==> src/rtl/spi_arb2.sv <==
// Two-requester round-robin arbiter/sequencer in front of a single 16-bit SPI master.
// Optional watchdog abort of a stuck frame is enabled by defining SPI_ARB_WDOG_EN.
module spi_arb2 #(
    parameter int GAP_CYC  = 4,
    parameter int WDOG_CYC = 1024
) (
    input  logic        clk,
    input  logic        rst_n,
    input  logic        wrt0,
    input  logic [15:0] cmd0,
    output logic        busy0,
    output logic        done0,
    input  logic        wrt1,
    input  logic [15:0] cmd1,
    output logic        busy1,
    output logic        done1,
    output logic [15:0] rd_data,
    output logic        ovf,
    output logic        err,
    output logic        m_wrt,
    output logic [15:0] m_cmd,
    input  logic        m_done,
    input  logic [15:0] m_rd_data
);

    // One counter serves both the post-frame gap and the WAIT watchdog.
    localparam int CNT_MAX = (GAP_CYC > WDOG_CYC) ? GAP_CYC : WDOG_CYC;
    localparam int CNT_W   = $clog2(CNT_MAX + 1);

    typedef enum logic [1:0] {IDLE, LAUNCH, WAIT, GAP} state_t;

    state_t           state_reg;
    logic [1:0]       pend_reg;
    logic [15:0]      cmd_reg [2];
    logic             owner_reg;
    logic             last_reg;
    logic [CNT_W-1:0] cnt_reg;

    logic [1:0]       wrt_vec;
    logic [1:0]       busy_vec;
    logic [1:0]       pend_set;
    logic [1:0]       pend_clr;
    logic [15:0]      cmd_in [2];
    logic             launch_go;
    logic             grant_sel;

    assign wrt_vec   = {wrt1, wrt0};
    assign cmd_in[0] = cmd0;
    assign cmd_in[1] = cmd1;
    assign busy0     = busy_vec[0];
    assign busy1     = busy_vec[1];
    assign launch_go = (state_reg == IDLE) && (|pend_reg);

    // last_reg holds the most recent grant; on contention the other side wins.
    always_comb begin
        grant_sel = pend_reg[1];
        if (&pend_reg) begin
            grant_sel = ~last_reg;
        end
    end

    genvar gi;
    generate
        for (gi = 0; gi < 2; gi++) begin : g_req
            assign busy_vec[gi] = pend_reg[gi] |
                                  (((state_reg == LAUNCH) || (state_reg == WAIT)) &&
                                   (owner_reg == 1'(gi)));
            assign pend_set[gi] = wrt_vec[gi] & ~busy_vec[gi];
            assign pend_clr[gi] = launch_go && (grant_sel == 1'(gi));
        end
    endgenerate

    always_ff @(posedge clk or negedge rst_n) begin
        if (!rst_n) begin
            for (int i = 0; i < 2; i++) begin
                cmd_reg[i] <= '0;
            end
        end else begin
            for (int i = 0; i < 2; i++) begin
                if (pend_set[i]) begin
                    cmd_reg[i] <= cmd_in[i];
                end
            end
        end
    end

    always_ff @(posedge clk or negedge rst_n) begin
        if (!rst_n) begin
            state_reg <= IDLE;
            pend_reg  <= '0;
            owner_reg <= 1'b0;
            last_reg  <= 1'b1;
            cnt_reg   <= '0;
            m_wrt     <= 1'b0;
            m_cmd     <= '0;
            rd_data   <= '0;
            done0     <= 1'b0;
            done1     <= 1'b0;
            ovf       <= 1'b0;
`ifdef SPI_ARB_WDOG_EN
            err       <= 1'b0;
`endif
        end else begin
            pend_reg <= (pend_reg | pend_set) & ~pend_clr;
            ovf      <= |(wrt_vec & busy_vec);
            m_wrt    <= 1'b0;
            done0    <= 1'b0;
            done1    <= 1'b0;
`ifdef SPI_ARB_WDOG_EN
            err      <= 1'b0;
`endif
            case (state_reg)
                IDLE: begin
                    if (launch_go) begin
                        owner_reg <= grant_sel;
                        last_reg  <= grant_sel;
                        m_cmd     <= cmd_reg[grant_sel];
                        m_wrt     <= 1'b1;
                        state_reg <= LAUNCH;
                    end
                end
                LAUNCH: begin
                    cnt_reg   <= '0;
                    state_reg <= WAIT;
                end
                WAIT: begin
                    if (m_done) begin
                        rd_data   <= m_rd_data;
                        done0     <= ~owner_reg;
                        done1     <= owner_reg;
                        cnt_reg   <= CNT_W'(GAP_CYC);
                        state_reg <= (GAP_CYC == 0) ? IDLE : GAP;
                    end
`ifdef SPI_ARB_WDOG_EN
                    // The LAUNCH cycle counts toward the budget, hence the -2.
                    else if (cnt_reg == CNT_W'(WDOG_CYC - 2)) begin
                        rd_data   <= 16'hDEAD;
                        err       <= 1'b1;
                        done0     <= ~owner_reg;
                        done1     <= owner_reg;
                        cnt_reg   <= CNT_W'(GAP_CYC);
                        state_reg <= (GAP_CYC == 0) ? IDLE : GAP;
                    end else begin
                        cnt_reg <= cnt_reg + CNT_W'(1);
                    end
`endif
                end
                GAP: begin
                    if (cnt_reg <= CNT_W'(1)) begin
                        state_reg <= IDLE;
                    end else begin
                        cnt_reg <= cnt_reg - CNT_W'(1);
                    end
                end
                default: state_reg <= IDLE;
            endcase
        end
    end

`ifndef SPI_ARB_WDOG_EN
    assign err = 1'b0;
`endif

endmodule

==> config.mk <==
export PLATFORM = sky130hd
export DESIGN_NAME = spi_arb2
export DESIGN_NICKNAME = d
export VERILOG_FILES = /design/src/rtl/spi_arb2.sv
export SDC_FILE = /design/constraint.sdc
export NUM_CORES = 1
export LEC_CHECK = 0
export ABC_AREA = 1
export BUFFER_PORTS_ARGS = -buffer_cell sky130_fd_sc_hd__buf_2
export CORE_ASPECT_RATIO = 0.6
export CORE_MARGIN = 2
export CORE_UTILIZATION = 29
export DETAILED_ROUTE_END_ITERATION = 8
export PLACE_DENSITY = 0.56
export SYNTH_ARGS = -nofsm -noshare
export SYNTH_HDL_FRONTEND = slang
export SYNTH_SLANG_ARGS = --single-unit
==> constraint.sdc <==
create_clock -name clk -period 3.65 [get_ports clk]
set_input_delay 0.5475 -clock clk [delete_from_list [all_inputs] [get_ports clk]]
set_output_delay 0.5475 -clock clk [all_outputs]
set_load 0.01 [all_outputs]
# Word-level counts from Yosys, hierarchy flattened

Index checks and enable logic that the tools add are counted.

Magnitude comparators: 2
Mux-type cells: 17
Reduce and logical (&&, ||, !) cells: 15
Add/subtract/negate cells: 1
Equal/unequal tests: 7
Bitwise logic cells: 14

Operators by type and width:

| kind                    | number |
|---|---|
| $mux W16                | 3 |
| $pmux W11 S3            | 1 |
| $mux W11                | 2 |
| $le A11 B1 Y1 const B   | 1 |
| $sub A11 B1 Y11 const B | 1 |
| $ne A2 B2 Y1 const B    | 4 |
| $pmux W2 S4             | 1 |
| $mux W1                 | 7 |
| $mux W2                 | 3 |
| $reduce_and A2 Y1       | 3 |
| $reduce_and A3 Y1       | 2 |
| $logic_and A1 B1 Y1     | 5 |
| $not A1 Y1              | 5 |
| $and A2 B2 Y2           | 2 |
| $eq A2 B2 Y1 const B    | 2 |
| $reduce_or A2 Y1        | 2 |
| $reduce_bool A3 Y1      | 1 |
| $and A1 B1 Y1           | 2 |
| $eq A2 B1 Y1 const B    | 1 |
| $ge A2 B2 Y1 const B    | 1 |
| $logic_not A2 Y1        | 1 |
| $not A1 Y2              | 1 |
| $not A2 Y2              | 1 |
| $or A1 B1 Y1            | 2 |
| other kinds (2)         | 2 |

Output and inout port bits: 39
Bits of input ports: 53
Register bits after elaboration: 85
Logic and storage cells: 69

# Depth between registers and ports, before layout

Gate-level depths: netlist (run 1).

Depth in word-level cells: 8
Mapped depth: 11
Depth with buffers taken out: 10

# Least setup slack after synthesis (run 1)

OpenSTA, ideal clock, no wires.

Path type: flip-flop to flip-flop
Start point: register state_reg[1]
End point: register cmd_reg[27] (netlist name)
Arrival: 1.516 ns
Path buffers: 1
Stages on the path, launching flop included: 9
Path slack: 2.009 ns
Data required time: 3.525 ns
Path through: dfrtp_1 inv_1 ha_1 nand2_1 nand2_1 inv_1 nand2_1 buf_2 mux2_2

Longest elaborated chain between the ends: 6
Elaborated cells between the ends (all ways): 7

RTL lines:

| item                                                | line | text |
|---|---|---|
| from (decl)                                         | 32   | `state_t state_reg;` |
| from (signal assigned)                              | 132  | `state_reg <= (GAP_CYC == 0) ? IDLE : GAP;` |
| $eq A2 B1 Y1 / $eq A2 B2 Y1 (equally long branches) | 66   | `(((state_reg == LAUNCH) \|\| (state_reg == WAIT)) &&` |
| $logic_or A1 B1 Y1 *                                | 66   |  |
| $logic_and A1 B1 Y1 *                               | 66   |  |
| $or A1 B1 Y1 *                                      | 65   | `assign busy_vec[gi] = pend_reg[gi] \|` |
| named net busy0                                     | 11   | `output logic busy0,` |
| $not A1 Y1 *                                        | 68   | `assign pend_set[gi] = wrt_vec[gi] & ~busy_vec[gi];` |
| $and A1 B1 Y1 *                                     | 68   |  |
| to (signal, indexed assignment)                     | 81   | `cmd_reg[i] <= cmd_in[i];` |
| to (decl)                                           | 34   | `logic [15:0] cmd_reg [2];` |

The timed path passes the listed nets; every way through them passes the cells marked *.
A chain may end at the register's enable or synchronous reset.

# Worst setup path in the final report (run 1)

Start point: register state_reg[0]
End point: register cmd_reg[30] (netlist name)

Longest elaborated chain between the ends: 6
Elaborated cells between the ends (all ways): 7

RTL lines:

| item                                                | line |
|---|---|
| $eq A2 B1 Y1 / $eq A2 B2 Y1 (equally long branches) | 66 |
| $logic_or A1 B1 Y1 *                                | 66 |
| $logic_and A1 B1 Y1 *                               | 66 |
| $or A1 B1 Y1 *                                      | 65 |
| $not A1 Y1 *                                        | 68 |
| $and A1 B1 Y1 *                                     | 68 |

Every way passes the cells marked *; elsewhere a longest branch is shown, timed or not.

==> results.py, run 1 <==
metrics = {
    "die": {
        "pin_count": 92,
        "die_h_um": 91.79,
        "core_area_mm2": 0.01269,
        "dieArea_mm2": 0.01380,
        "fp-row-count": 32,
        "initial_core_util_pct": 29.35,
        "die_x_um": 150.3,
    },
    "place": {
        "dp_cells": 634,
        "dpl_worst_slack_ns": 1.401,
        "port_buffers": 90,
        "dp_hpwl_um": 6073,
        "gp_congestion": 0.8049,
    },
    "sta": {
        "finalSetupViolations": 0,
        "tightest_slew_ns": 0.9675,
        "rsz0062_at_grt": "false",
        "finalHoldViolations": 0,
        "post-route-period-util_pct": 62.06,
        "relSlewSlack_pct": 35.50,
        "fmax_ghz": 0.4415,
        "fin_tns_setup_ns": 0,
        "drv_slew": 0,
        "final.min_clock_period_ns": 2.265,
        "fin_skew_ns": 0.009155,
        "fin_ws_ns": 1.385,
    },
    "synthesis": {
        "avgSynthCellArea_um2": 9.600,
        "netlist_instances": 388,
        "synth_top_family_by_area": "simple AND/OR/NAND/NOR gates",
        "synthesis.nets": 446,
        "synthMuxAreaShare_pct": 6.046,
        "synth-seq-cells": 85,
        "synthSimpleGateAreaFrac_pct": 17.57,
        "ys_types": 31,
        "synth_compound_area_share_pct": 9.473,
        "synth_xor_area_share_pct": 0.9405,
        "syn-cell-area_mm2": 0.003725,
        "synth_edf_count": 0,
        "synthAdderAreaFrac_pct": 1.680,
        "ys_warn_count": 0,
        "synthFlopType": "dfrtp_1",
        "async_reset_ff_share_pct": 100.0,
        "seq_area_frac_synth_pct": 57.14,
    },
    "global_routing": {
        "gr-usage-all-layers_pct": 13.26,
        "busiest_layer": "met1",
        "grt_pass1_vias": 2851,
        "met2_usage_pct": 18.60,
        "grt.met3_usage_pct": 4.179,
        "grt_max_degree": 77,
        "overflow": 0,
        "antenna_found_initial": 0,
        "use_met1_pct": 18.84,
        "grt_pass1_wl_um": 14200,
    },
    "worst_setup_path": {
        "worst-path-buf-inv": 2,
        "crit_family": "simple AND/OR/NAND/NOR gates",
        "timing.rr.start": "state_reg[0]",
        "r2r_setup_slack_ns": 1.38,
        "crit_path_start_kind": "flop",
        "crit_chain": "inv_1 > ha_1 > nand2_1 > nand2_1 > inv_1 > nand2_1 > mux2_2",
        "cpMaxStageDelayCell": "nand2_1",
        "required_ns": 3.88,
        "crit_type": "reg -> reg",
        "r2r_end": "cmd_reg[30]",
        "cp-end-kind": "flop",
        "crit_top_cell": "nand2_1",
        "slowest_delay_ns": 0.68,
        "crit_arrival_ns": 2.50,
        "r2r_cells": 7,
        "cp_max_fo": 29,
    },
    "pwr": {
        "p_total_mw": 4.358,
        "max-vdd-ir-drop_v": 0.0003746,
        "p_per_area_mw_per_mm2": 943.4,
        "power_leakage_nw": 2.409,
    },
    "worst_hold_path": {
        "hold_path.class": "in -> async",
    },
    "drt": {
        "wl_per_cell_um": 13.30,
        "dr.pass1.iters": 4,
        "routed_wl_um": 8647,
        "vias": 2911,
        "drtIter0Drc": 229,
        "viasPerCell": 4.478,
        "ant_nets": 0,
        "drc": 0,
    },
    "clocking": {
        "holdBufCountCts": 0,
        "cts-resized-gates": 0,
        "cts_sinks": 85,
        "worstSkewPairLatency_ns": 0.34,
        "cts_setup_buffers": 0,
        "root_buffer": "clkbuf_16",
        "max-clock-path-buffers": 2,
        "cts_tree": "built",
        "htree_levels": 3,
        "cts_buffers": 9,
        "cts.clk_slew.worst_paths_ns": 0.07,
    },
    "finish": {
        "fin_util_pct": 36.40,
        "largest_reg_flops": 32,
        "drive_above_1_share_pct": 28.96,
        "antenna_cells": 0,
        "final_cells": 650,
        "nets": 533,
        "area_growth_pct": 24.02,
    },
    "job": {
        "drv_cap": 0,
    },
    "outcome": {
        "status": "complete, no violations",
    },
}
## logic make-up after synthesis
family | Yosys count
simple gates | 155
mux | 20
buf+inv | 63
compound gates | 55
other cells | 1
fa+ha+maj | 5
flops | 85
xor+xnor | 4
## cells in the final DEF (no fill, tap or decap), drive strengths merged, types with 2 or more instances in the layout
master	synthesis	routed
a21boi	2	2
a21oi	31	31
buf	6	92
clkbuf	10	9
clkinv	0	2
dfrtp	84	84
ha	5	5
inv	47	51
mux2	20	20
nand2	76	76
nand3	24	24
nand4	2	2
nor2	52	52
o211ai	4	4
o21ai	4	4
o221ai	12	12
xor2	3	3
## metal layers
metal	vias up	wire, µm	share of wire, %
met5	-	0	0
met2	75	3784	44
met4	0	152	1.8
met3	14	458	5.3
met1	1397	4251	49
li1	1425	-	-
## where the power goes
| part | switching (mW) | internal, mW | leakage, nW | total [mW] |
|---|---|---|---|---|
| sequential | 0.202 | 1.39 | 1.00 | 1.59 |
| clock | 0.425 | 0.485 | 0.145 | 0.911 |
| combinational | 1.16 | 0.701 | 1.26 | 1.86 |
## Yosys cell counts (2+ instances only)
library cell | count | area share (%)
a21boi_0 | 2 | 0.40
a21oi_1 | 30 | 4.0
buf_2 | 3 | 0.40
clkbuf_1 | 10 | 1.0
dfrtp_1 | 84 | 56
ha_1 | 5 | 1.7
inv_1 | 45 | 4.5
inv_2 | 2 | 0.20
mux2_2 | 20 | 6.0
nand2_1 | 72 | 7.3
nand2_2 | 2 | 0.34
nand2_4 | 2 | 0.60
nand3_1 | 23 | 3.1
nand4_1 | 2 | 0.34
nor2_1 | 51 | 5.1
o211ai_1 | 4 | 0.81
o21ai_0 | 4 | 0.54
o221ai_1 | 12 | 2.8
xor2_1 | 3 | 0.71
## worst max-delay path by stage
stage | startpoint | endpoint | slack, ns | depth (start not counted)
finish | state_reg[0] | cmd_reg[30] | 1.38 | 7
global route | state_reg[0] | cmd_reg[29] | 1.21 | 7
CTS | state_reg[0] | cmd_reg[30] | 1.39 | 7
detailed placement | state_reg[0] | cmd_reg[30] | 1.40 | 7
global placement | state_reg[1] | cmd_reg[27] | 1.54 | 7
floorplan | state_reg[1] | cmd_reg[27] | 2.01 | 8
## final cells by class
type / instances / area [µm²]
Tap cell: 170 / 212.7
Multi-Input combinational cell: 240 / 1334
Clock buffer: 9 / 225.2
Clock inverter: 7 / 75.07
Inverter: 47 / 176.4
Sequential cell: 85 / 2128
Timing Repair Buffer: 92 / 467.9
Fill cell: 1290 / 8073
## worst register-to-register path: stages (launching register included)
cell and delay, ns:
dfrtp_1 0.40, inv_1 0.09, ha_1 0.36, nand2_1 0.07, nand2_1 0.09, inv_1 0.05
nand2_1 0.68, mux2_2 0.43
## through the flow
stage,hold WS (ns),instance area (µm²)
2_1_floorplan,0.2519,3725
3_3_place_gp,0.4513,4319
3_5_place_dp,0.4589,4319
4_1_cts,0.3923,4619
5_1_grt,0.4271,4619
6_report,0.3375,4619
Power figures use the tool's default switching activity.
==> run 2: changes to the inputs <==
--- a/config.mk
+++ b/config.mk
@@ -5,7 +5,7 @@
 export SDC_FILE = /design/constraint.sdc
 export NUM_CORES = 1
 export LEC_CHECK = 0
-export ABC_AREA = 1
+export ABC_AREA = 0
 export BUFFER_PORTS_ARGS = -buffer_cell sky130_fd_sc_hd__buf_2
 export CORE_ASPECT_RATIO = 0.6
 export CORE_MARGIN = 2
==> constraint.sdc (replaced) <==
create_clock -name clk -period 2.28 [get_ports clk]
set_input_delay 0.342 -clock clk [delete_from_list [all_inputs] [get_ports clk]]
set_output_delay 0.342 -clock clk [all_outputs]
set_load 0.01 [all_outputs]
==> run 2 against run 1 <==
Clock-buffer cell count grew 1. Highest routed layer unchanged. Critical endpoint is now busy1. Register-to-register slack got worse by 1.0 ns. Combinational power grew 61%. First-iteration DRC count grew 32%. Cell count fell by 15%. Setup slack got worse by 1.2 ns. Non-clock buffer count up 8. Sequential power increased by 73%.
==> results.py, run 2 <==
metrics = {
    "outcome": {
        "status": "complete, no violations",
    },
    "global_routing": {
        "grt.met3_usage_pct": 4.141,
        "grt_max_degree": 56,
        "busiest_layer": "met1",
        "antenna_found_initial": 0,
        "overflow": 0,
        "use_met1_pct": 19.20,
        "met2_usage_pct": 18.09,
        "grt_pass1_wl_um": 13700,
        "grt_pass1_vias": 2572,
        "gr-usage-all-layers_pct": 13.15,
    },
    "worst_setup_path": {
        "cpMaxStageDelayCell": "ha_1",
        "crit_type": "reg -> out",
        "crit_family": "adder cells",
        "crit_arrival_ns": 1.74,
        "worst-path-buf-inv": 3,
        "required_ns": 1.94,
        "crit_top_cell": "inv_1",
        "crit_path_start_kind": "flop",
        "crit_chain": "inv_1 > ha_1 > a21oi_1 > inv_1 > buf_2",
        "cp-end-kind": "output pin",
        "cp_max_fo": 7,
        "slowest_delay_ns": 0.41,
    },
    "synthesis": {
        "netlist_instances": 282,
        "ys_warn_count": 0,
        "synthMostInstantiatedCell": "dfrtp_1",
        "avgSynthCellArea_um2": 12.95,
        "yosysTopAreaCell": "dfrtp_1",
        "synth_edf_count": 0,
        "syn-cell-area_mm2": 0.003652,
        "async_reset_ff_share_pct": 100.0,
        "synth-seq-cells": 85,
        "synthFlopType": "dfrtp_1",
        "synth_top_area_share_pct": 57.55,
        "ys_types": 50,
        "synthesis.nets": 340,
        "synth_top_family_by_area": "multiplexers",
        "synth_xor_area_share_pct": 0,
        "synth_compound_area_share_pct": 12.71,
        "seq_area_frac_synth_pct": 58.27,
        "synthSimpleGateAreaFrac_pct": 6.954,
        "synthMuxAreaShare_pct": 15.38,
        "yosys-top-cells-area": "dfrtp_1 58%, mux2_2 15%, a222oi_1 4.4%, inv_1 2.9%, ha_1 1.7%",
        "yosys-top-cells-count": "84 x dfrtp_1, 48 x mux2_2, 28 x inv_1, 16 x a222oi_1, 14 x nor2_1",
        "synthAdderAreaFrac_pct": 1.713,
    },
    "clocking": {
        "max-clock-path-buffers": 2,
        "cts_buffers": 9,
        "cts-resized-gates": 0,
        "cts_tree": "built",
        "cts_sinks": 85,
        "worstSkewPairLatency_ns": 0.34,
        "cts.clk_slew.worst_paths_ns": 0.06,
        "root_buffer": "clkbuf_16",
        "htree_levels": 3,
        "cts_setup_buffers": 0,
        "holdBufCountCts": 0,
    },
    "finish": {
        "multi_input_area_mm2": 0.001358,
        "final_cells": 551,
        "final_cell_mix": "89 x buf_2, 84 x dfrtp_1, 48 x mux2_2, 28 x inv_1, 16 x a222oi_1",
        "largest_reg_flops": 32,
        "nFillCells": 1198,
        "final_common_cell": "buf_2",
        "nets": 439,
        "regArea_mm2": 0.002128,
        "antenna_cells": 0,
        "area_growth_pct": 26.24,
        "drive_above_1_share_pct": 45.60,
    },
    "pwr": {
        "p_int_mw": 4.453,
        "p_switching_mw": 2.683,
        "max-vdd-ir-drop_v": 0.0005437,
        "seqPwrFrac_pct": 38.6,
        "swShare_pct": 37.60,
        "combPwrFrac_pct": 41.9,
        "p_per_area_mw_per_mm2": 1548,
        "power_leakage_nw": 2.213,
        "power_frac_clock_pct": 19.5,
    },
    "die": {
        "dieArea_mm2": 0.01354,
        "core_area_mm2": 0.01218,
        "fp-row-count": 31,
        "initial_core_util_pct": 29.99,
        "die_x_um": 148.9,
        "pin_count": 92,
        "die_h_um": 90.93,
    },
    "place": {
        "port_buffers": 90,
        "dp_cells": 535,
        "dp_hpwl_um": 6031,
        "dpl_worst_slack_ns": 0.3650,
        "gp_congestion": 0.8566,
    },
    "drt": {
        "drc": 0,
        "drtIter0Drc": 302,
        "dr.pass1.iters": 5,
        "ant_nets": 0,
        "routed_wl_um": 8464,
        "vias": 2600,
        "wl_per_cell_um": 15.36,
        "viasPerCell": 4.719,
    },
    "worst_hold_path": {
        "hold_path.class": "in -> async",
    },
    "sta": {
        "fin_tns_setup_ns": 0,
        "fmax_ghz": 0.4798,
        "post-route-period-util_pct": 91.42,
        "tightest_slew_ns": 0.9478,
        "fin_ws_ns": 0.1956,
        "fin_hold_ws_ns": 0.02499,
        "final.min_clock_period_ns": 2.084,
        "relSlewSlack_pct": 36.81,
        "finalHoldViolations": 0,
        "drv_slew": 0,
        "fin_skew_ns": 0.004399,
        "rsz0062_at_grt": "false",
        "finalSetupViolations": 0,
    },
    "job": {
        "drv_cap": 0,
    },
}
==> run 2: cell types whose count changed after synthesis, sizes merged, moves of 19 or more <==
cell   delta
nand2    -65
nor2     -38
mux2     +29
a21oi    -25
nand3    -20
inv      -19
==> run 2: layer usage <==
metal / vias up / routed length, µm
met4: 0 / 100
met1: 1270 / 4155
met5: - / 0
met2: 95 / 3558
li1: 1228 / -
met3: 7 / 649
==> run 2: logic make-up (layout without fill, tap and decap cells) <==
logic type | after synthesis | in the layout
flip-flops | 85 | 85
AO/OA/AOI/OAI | 54 | 54
multiplexers | 50 | 50
AND/OR/NAND/NOR | 47 | 47
buffers and inverters | 40 | 144
adder cells (fa/ha/maj) | 5 | 5
other | 1 | 1
==> run 2: final timing paths <==
check	slack, ns	cells past startpoint	endpoint	start
min in group clk	0.23	2	rd_data[15]	m_rd_data[15]
hold reg to reg	0.48	2	m_cmd[4]	cmd_reg[4]
hold / removal	0.02	1	rd_data[1]	rst_n
setup / recovery	0.20	5	busy1	state_reg[0]
max in group asynchronous	1.51	2	rd_data[10]	rst_n
setup reg to reg	0.38	6	cmd_reg[5]	state_reg[0]
==> run 2: metrics by stage <==
step	power, mW	instance area, µm²	utilization, %
final	7.136	4611	37.86
after global routing	7.670	4611	37.86
after CTS	7.216	4611	37.86
after detailed placement	5.786	4325	35.51
after global placement	5.699	4325	35.51
after floorplan	4.794	3652	-
==> run 2: power by group through the flow <==
stage / registers [mW] / logic [mW] / clock network [mW]
floorplan: 2.76 / 2.04 / 0
global placement: 2.74 / 2.96 / 0
detailed placement: 2.77 / 3.02 / 0
CTS: 2.75 / 3.02 / 1.45
global route: 2.85 / 3.30 / 1.52
finish: 2.75 / 2.99 / 1.39
==> run 2: layout make-up <==
| type | instances | share of cell area, % |
|---|---|---|
| clock buffers | 10 | 5.183 |
| flip-flops and latches | 85 | 46.16 |
| well taps | 165 | 4.478 |
| inverters | 28 | 2.280 |
| multi-input cells | 157 | 29.44 |
| clock inverters | 6 | 1.004 |
| repair buffers | 100 | 11.45 |
